[src/rtl/rr_stream_arbiter.sv]
// Round-robin packet arbiter: merges P_NUM_INPUTS valid/ready/last streams onto one output.
// Optional macro RR_STREAM_ARBITER_FAST_PATH_EN gives input 0 a zero-latency path from IDLE.
module rr_stream_arbiter #(
    parameter int unsigned P_NUM_INPUTS = 4,
    parameter int unsigned P_DATA_WIDTH = 32
) (
    input  logic                                 clk,
    input  logic                                 rst,
    input  logic [P_NUM_INPUTS-1:0]              valid_in,
    input  logic [P_NUM_INPUTS-1:0]              last_in,
    input  logic [P_NUM_INPUTS*P_DATA_WIDTH-1:0] data_in,
    output logic [P_NUM_INPUTS-1:0]              ready_in,
    output logic                                 valid_out,
    output logic                                 last_out,
    output logic [P_DATA_WIDTH-1:0]              data_out,
    input  logic                                 ready_out,
    output logic [$clog2(P_NUM_INPUTS)-1:0]      grant_out,
    output logic                                 active_out
);

    localparam int unsigned P_SEL_WIDTH = $clog2(P_NUM_INPUTS);

    typedef enum logic {
        ST_IDLE   = 1'b0,
        ST_ACTIVE = 1'b1
    } state_t;

    state_t                   state_q, state_d;
    logic [P_SEL_WIDTH-1:0]   grant_q, grant_d;
    logic [P_SEL_WIDTH-1:0]   ptr_q, ptr_d;
    logic [P_SEL_WIDTH-1:0]   ptr_inc;
    logic [P_SEL_WIDTH-1:0]   rr_pick;
    logic                     rr_found;
    logic [P_SEL_WIDTH-1:0]   out_sel;
    logic [P_DATA_WIDTH-1:0]  data_arr [P_NUM_INPUTS];

    for (genvar gi = 0; gi < P_NUM_INPUTS; gi++) begin : g_unpack
        assign data_arr[gi] = data_in[gi*P_DATA_WIDTH +: P_DATA_WIDTH];
    end

    // First requester at or after ptr, wrapping around.
    always_comb begin
        int unsigned idx;
        rr_found = 1'b0;
        rr_pick  = '0;
        for (int unsigned k = 0; k < P_NUM_INPUTS; k++) begin
            idx = 32'(ptr_q) + k;
            if (idx >= P_NUM_INPUTS) begin
                idx = idx - P_NUM_INPUTS;
            end
            if (!rr_found && valid_in[P_SEL_WIDTH'(idx)]) begin
                rr_found = 1'b1;
                rr_pick  = P_SEL_WIDTH'(idx);
            end
        end
    end

    assign ptr_inc = (grant_q == P_SEL_WIDTH'(P_NUM_INPUTS - 1)) ? '0
                                                                 : grant_q + P_SEL_WIDTH'(1);

    // Next-state and handshake logic; ready_in never depends on valid_in.
    always_comb begin
        state_d   = state_q;
        grant_d   = grant_q;
        ptr_d     = ptr_q;
        out_sel   = grant_q;
        valid_out = 1'b0;
        ready_in  = '0;
        case (state_q)
            ST_IDLE: begin
`ifdef RR_STREAM_ARBITER_FAST_PATH_EN
                out_sel     = '0;
                valid_out   = valid_in[0];
                ready_in[0] = ready_out;
                if (valid_in[0]) begin
                    grant_d = '0;
                    if (ready_out && last_in[0]) begin
                        ptr_d = P_SEL_WIDTH'(1);
                    end else begin
                        state_d = ST_ACTIVE;
                    end
                end else if (rr_found) begin
                    grant_d = rr_pick;
                    state_d = ST_ACTIVE;
                end
`else
                if (rr_found) begin
                    grant_d = rr_pick;
                    state_d = ST_ACTIVE;
                end
`endif
            end
            ST_ACTIVE: begin
                valid_out         = valid_in[grant_q];
                ready_in[grant_q] = ready_out;
                if (valid_in[grant_q] && ready_out && last_in[grant_q]) begin
                    state_d = ST_IDLE;
                    ptr_d   = ptr_inc;
                end
            end
            default: state_d = ST_IDLE;
        endcase
        if (rst) begin
            valid_out = 1'b0;
            ready_in  = '0;
        end
    end

    assign data_out   = data_arr[out_sel];
    assign last_out   = last_in[out_sel];
    assign grant_out  = grant_q;
    assign active_out = (state_q == ST_ACTIVE);

    always_ff @(posedge clk) begin
        if (rst) begin
            state_q <= ST_IDLE;
            grant_q <= '0;
            ptr_q   <= '0;
        end else begin
            state_q <= state_d;
            grant_q <= grant_d;
            ptr_q   <= ptr_d;
        end
    end

endmodule

[config.mk]
export PLATFORM = sky130hd
export DESIGN_NAME = rr_stream_arbiter
export DESIGN_NICKNAME = d
export VERILOG_FILES = /design/src/rtl/rr_stream_arbiter.sv
export SDC_FILE = /design/constraint.sdc
export NUM_CORES = 1
export LEC_CHECK = 0
export ABC_AREA = 1
export CAP_MARGIN = 10
export CORE_UTILIZATION = 27
export DETAILED_ROUTE_END_ITERATION = 10
export GPL_TIMING_DRIVEN = 1
export PLACE_DENSITY = 0.82
export SLEW_MARGIN = 20
export SYNTH_ARGS = -nofsm -noshare
export SYNTH_HDL_FRONTEND = slang
export SYNTH_SLANG_ARGS = --single-unit
export TNS_END_PERCENT = 10
[constraint.sdc]
create_clock -name clk -period 1.65 [get_ports clk]
set_input_delay 0.2475 -clock clk [delete_from_list [all_inputs] [get_ports clk]]
set_output_delay 0.2475 -clock clk [all_outputs]
set_load 0.02 [all_outputs]
### Yosys cells after proc, flatten, opt, wreduce, memory -nomap -nowiden

Index checks and enable logic that the tools add are counted.

| storage, ports and cells | value |
|---|---|
| output and inout port bits | 41 |
| input port bits | 139 |
| logic and storage cells | 74 |
| register bits after elaboration | 5 |

| operators by class | value |
|---|---|
| reduce and logical (&&, ||, !) cells | 11 |
| $lt $le $gt $ge | 11 |
| multiplexer cells | 37 |
| bitwise logic cells | 3 |
| equality and inequality tests | 1 |
| add/subtract/negate cells | 8 |

Operator list:

| cell | count |
|---|---|
| $bmux 32 s2 | 1 |
| $mux 32 | 2 |
| $mux 2 | 9 |
| $lt 2x3->1 const B | 5 |
| $mux 1 | 15 |
| $bmux 1 s2 | 6 |
| $ge 3x3->1 const B | 4 |
| $mux 4 | 2 |
| $sub 2x1->2 const B | 4 |
| $add 2x2->3 const B | 2 |
| $logic_and 1x1->1 | 6 |
| $and 4x4->4 | 1 |
| $reduce_and 2->1 | 2 |
| $add 2x1->3 const B | 1 |
| $ge 2x3->1 const B | 1 |
| $logic_not 1->1 | 3 |
| $not 2->3 | 1 |
| $add 2x1->2 const B | 1 |
| $demux 1 s2 | 1 |
| $eq 2x2->1 const B | 1 |
| $ge 2x1->1 const B | 1 |
| $pmux 1 s2 | 1 |
| $not 1->1 | 1 |

### Logic depth before layout (Yosys ltp)

| depth | value |
|---|---|
| depth in word-level cells | 16 |
| gate-level depth with buffers | 11 |
| depth with buffers taken out | 11 |

### Least setup slack after synthesis

Ideal clock, no wire load.

| timing path | value |
|---|---|
| path type | reg-to-output |
| start point | reg grant_q[0] (netlist: grant_out[0]) |
| end point | out data_out[12] |
| buffers on the path | 3 |
| required time | 1.402 ns |
| cell stages (with the launch flop) | 6 |
| setup slack | -0.180 ns |
| arrival | 1.582 ns |
| cell sequence | dfxtp_1 > buf_2 > buf_2 > clkbuf_1 > o21ai_0 > o22ai_1 |

| on the way | value |
|---|---|
| word-level cells in the longest chain between the ends | 4 |

RTL lines:

| item | RTL line | source |
|---|---|---|
| start, declared | 29 | `logic [P_SEL_WIDTH-1:0] grant_q, grant_d;` |
| start signal, assigned | 121 | `grant_q <= grant_d;` |
| $not 2->3 (implied by the code) | 109 | `assign data_out = data_arr[out_sel];` |
| $bmux 32 s2 | 109 |  |
| $mux 32 (implied by the code) (2 in series) | 109 |  |
| end, declared | 15 | `output logic [P_DATA_WIDTH-1:0] data_out,` |

Every way passes these cells. The select of a mux whose other input is x is not followed.

### Worst setup path after layout

| timing path | value |
|---|---|
| start point | reg grant_q[0] (netlist: grant_out[0]) |
| end point | out data_out[6] |

The elaborated chain is that of the path after synthesis.

==> reports/metrics.cfg <==
[run_status]
status=finished, violations left
violations=negative setup slack

[sta]
setup_viol=6
fin_ws_ns=-0.0337
relSlewSlack_pct=81.5
tightestPinTransition_ns=0.275
max_freq_mhz=594
fin_crit_ns=1.68
finalCritPeriodShare_pct=102
drv_slew=0
rsz0062_at_grt=yes
fin_setup_tns_ns=-0.0967
fin_skew_ns=0.000102
holdWs_ns=0.585
hold_violations=0

[cts]
clkTransAtPathRegs_ns=0.04
cts_tree=built
cts_buffers=3
cts_buffer_depth=2
root_buffer=clkbuf_8
htree_levels=1
clock-sinks=5
ctsHoldBuffers=0
clk_latency_ns=0.22

[yosys]
ys_seq_area_share_pct=6.74
ys_warn_count=0
muxShareOfSynthArea_pct=0
ys_ff_latch=5
syn-num-nets=442
synth_top_family_by_area=simple AND/OR/NAND/NOR gates
synth_compound_gate_area_share_pct=39.5
syn_area_per_cell_sq_um=4.97
synthCells=299
synthSimpleGateAreaFrac_pct=40.0
synth_xor_area_share_pct=0
synth-adder-area-share_pct=3.37
ys_types=21
syn_area_sq_um=1490

[critical_path]
cp_top_family=buffers and inverters
r2r_cells=9
cp_num_buf_inv=3
critPathKind=reg -> out
crit_path_end_kind=output pin
crit_arrival_ns=1.44
path_depth=5
worstSetupStartpointType=flop
critPathMaxStageDelay_ns=0.36
rrSetupSlack_ns=0.06
r2r_end=ptr_q[1]$_SDFFE_PP0P_
reg2reg_from=grant_out[0]$_SDFFE_PP0P_
worstPathMaxFanout=18
required_ns=1.40
cp_cell_sequence=inv_2 -> buf_6 -> nor2_1 -> o22ai_2 -> clkdlybuf4s15_2
crit_slowest_cell=dfxtp_4

[detailed_routing]
ant_nets=0
dr.pass1.iters=4
drt_iter0_markers=118
drc_errors=0
wirelength_mm=7.87
routedWlPerCell_um=14.3
viasPerCell=5.01
vias=2763

[finish]
fin_util_pct=71.1
drive_gt1_share_pct=24.1
area_growth_pct=149
nets=626
antenna_cells=0

[global_route]
antenna_found_initial=0
track_usage_pct=27.0
grt_max_degree=31
grt_pass1_wl_mm=12.9
grt_overflow=0
grt_pass1_vias=2868

[job]
max-cap-violations=0

[place]
numPortBuffers=179
gp_congestion=0.833
post-dp-hpwl_mm=6.18

[floorplan]
placeableCoreArea_sq_um=5200
die_w_um=76.2
initial_core_util_pct=28.5
ios=180
die_h_um=76.2
num_rows=26
dieArea_sq_um=5800

[min_path]
hold_path_depth=2
holdCritStartpoint=active_out$_SDFF_PP0_
holdCritPathClass=reg -> reg
whs_endpoint=active_out$_SDFF_PP0_

[power]
powerDensity_nw_per_um2=639
ir_drop_mv=0.381
p_leak_nw=1.60
fin_total_pwr_mw=2.37

==> final cells by class <==
class,count,area (sq um)
Inverter,15,56.3
Fill cell,462,1500
Sequential cell,5,109
Clock buffer,4,45.0
Tap cell,70,87.6
Timing Repair Buffer,201,1950
Multi-Input combinational cell,257,1460
==> registers in the layout, summed over array words and instances, names as in the netlist <==
signal and cells:
active_out 1, grant_out 2, ptr_q 2
==> tightest hold or removal path: stages, from the launching register on <==
cell     delay [ns]
dfxtp_1        0.40
o21ai_0        0.11
inv_1          0.04
==> cell usage in the layout (no fill, tap or decap), types with 5 or more instances in the layout <==
| master | n |
|---|---|
| nand2_1 | 47 |
| buf_2 | 22 |
| clkdlybuf4s50_1 | 139 |
| nor2_1 | 77 |
| nand3_1 | 8 |
| buf_4 | 14 |
| clkdlybuf4s15_2 | 13 |
| nand2_2 | 5 |
| inv_1 | 11 |
| o21ai_0 | 41 |
| o21ai_1 | 28 |
| o22ai_2 | 32 |
==> power breakdown <==
part	total (mW)	internal, mW	switching, mW
registers	0.163	0.138	0.0253
logic	1.98	0.945	1.03
clock network	0.228	0.166	0.0616
total	2.37	1.25	1.12
==> layer usage <==
layer  vias up  track usage (%)  routed length, um
met5         -                0                  0
met4         0             8.65                198
met3        18             7.31                524
met2       114             51.3               4100
met1      1245             28.7               3050
li1       1386                -                  -
==> worst max-delay path by stage <==
stage,from,slack (ns),endpoint
6_report,grant_out[0]$_SDFFE_PP0P_,-0.03,data_out[6]
3_3_place_gp,valid_in[0],-0.29,valid_out
3_5_place_dp,valid_in[1],-0.29,valid_out
2_1_floorplan,grant_out[0]$_SDFFE_PP0P_,0.05,data_out[10]
5_1_grt,grant_out[0]$_SDFFE_PP0P_,-0.10,last_out
4_1_cts,grant_out[0]$_SDFFE_PP0P_,-0.06,data_out[0]
==> synth_stat cells <==
master | number | share of area [%]
dfxtp_1 | 5 | 6.7
nand2_2 | 4 | 1.7
ha_1 | 4 | 3.4
nor2_4 | 1 | 0.76
clkbuf_1 | 14 | 3.5
nor2_1 | 79 | 20
o21ai_1 | 2 | 0.67
a21boi_0 | 1 | 0.51
nand4_1 | 1 | 0.42
nand3_2 | 1 | 0.67
o21ai_2 | 1 | 0.59
buf_2 | 6 | 2.0
buf_4 | 2 | 1.0
nor3_4 | 1 | 1.1
a21oi_1 | 5 | 1.7
inv_2 | 3 | 0.76
inv_1 | 12 | 3.0
nand3_1 | 9 | 3.0
o22ai_1 | 32 | 13
o21ai_0 | 67 | 23
nand2_1 | 49 | 12
==> cells by family (layout without fill, tap and decap cells) <==
group	Yosys count	after routing
AOI/OAI and AO/OA	108	108
adders and majority gates	4	4
buffers and inverters	37	220
DFF	5	5
and+or+nand+nor	145	145
==> what timing repair did <==
item	4_1_cts	5_1_grt
pin swaps	0	1
cloned	1	0
endpoints found under the setup margin	40	40
buffers inserted	0	0
resized for setup	139	42
==> stage by stage <==
stage	setup WS [ns]	cells	instance area, sq um
floorplan	0.0457	299	1690
CTS	-0.0574	552	3770
detailed placement	-0.286	547	3680
global placement	-0.291	547	3680
finish	-0.0337	552	3700
global route	-0.102	552	3700
Power figures use the tool's default switching activity.
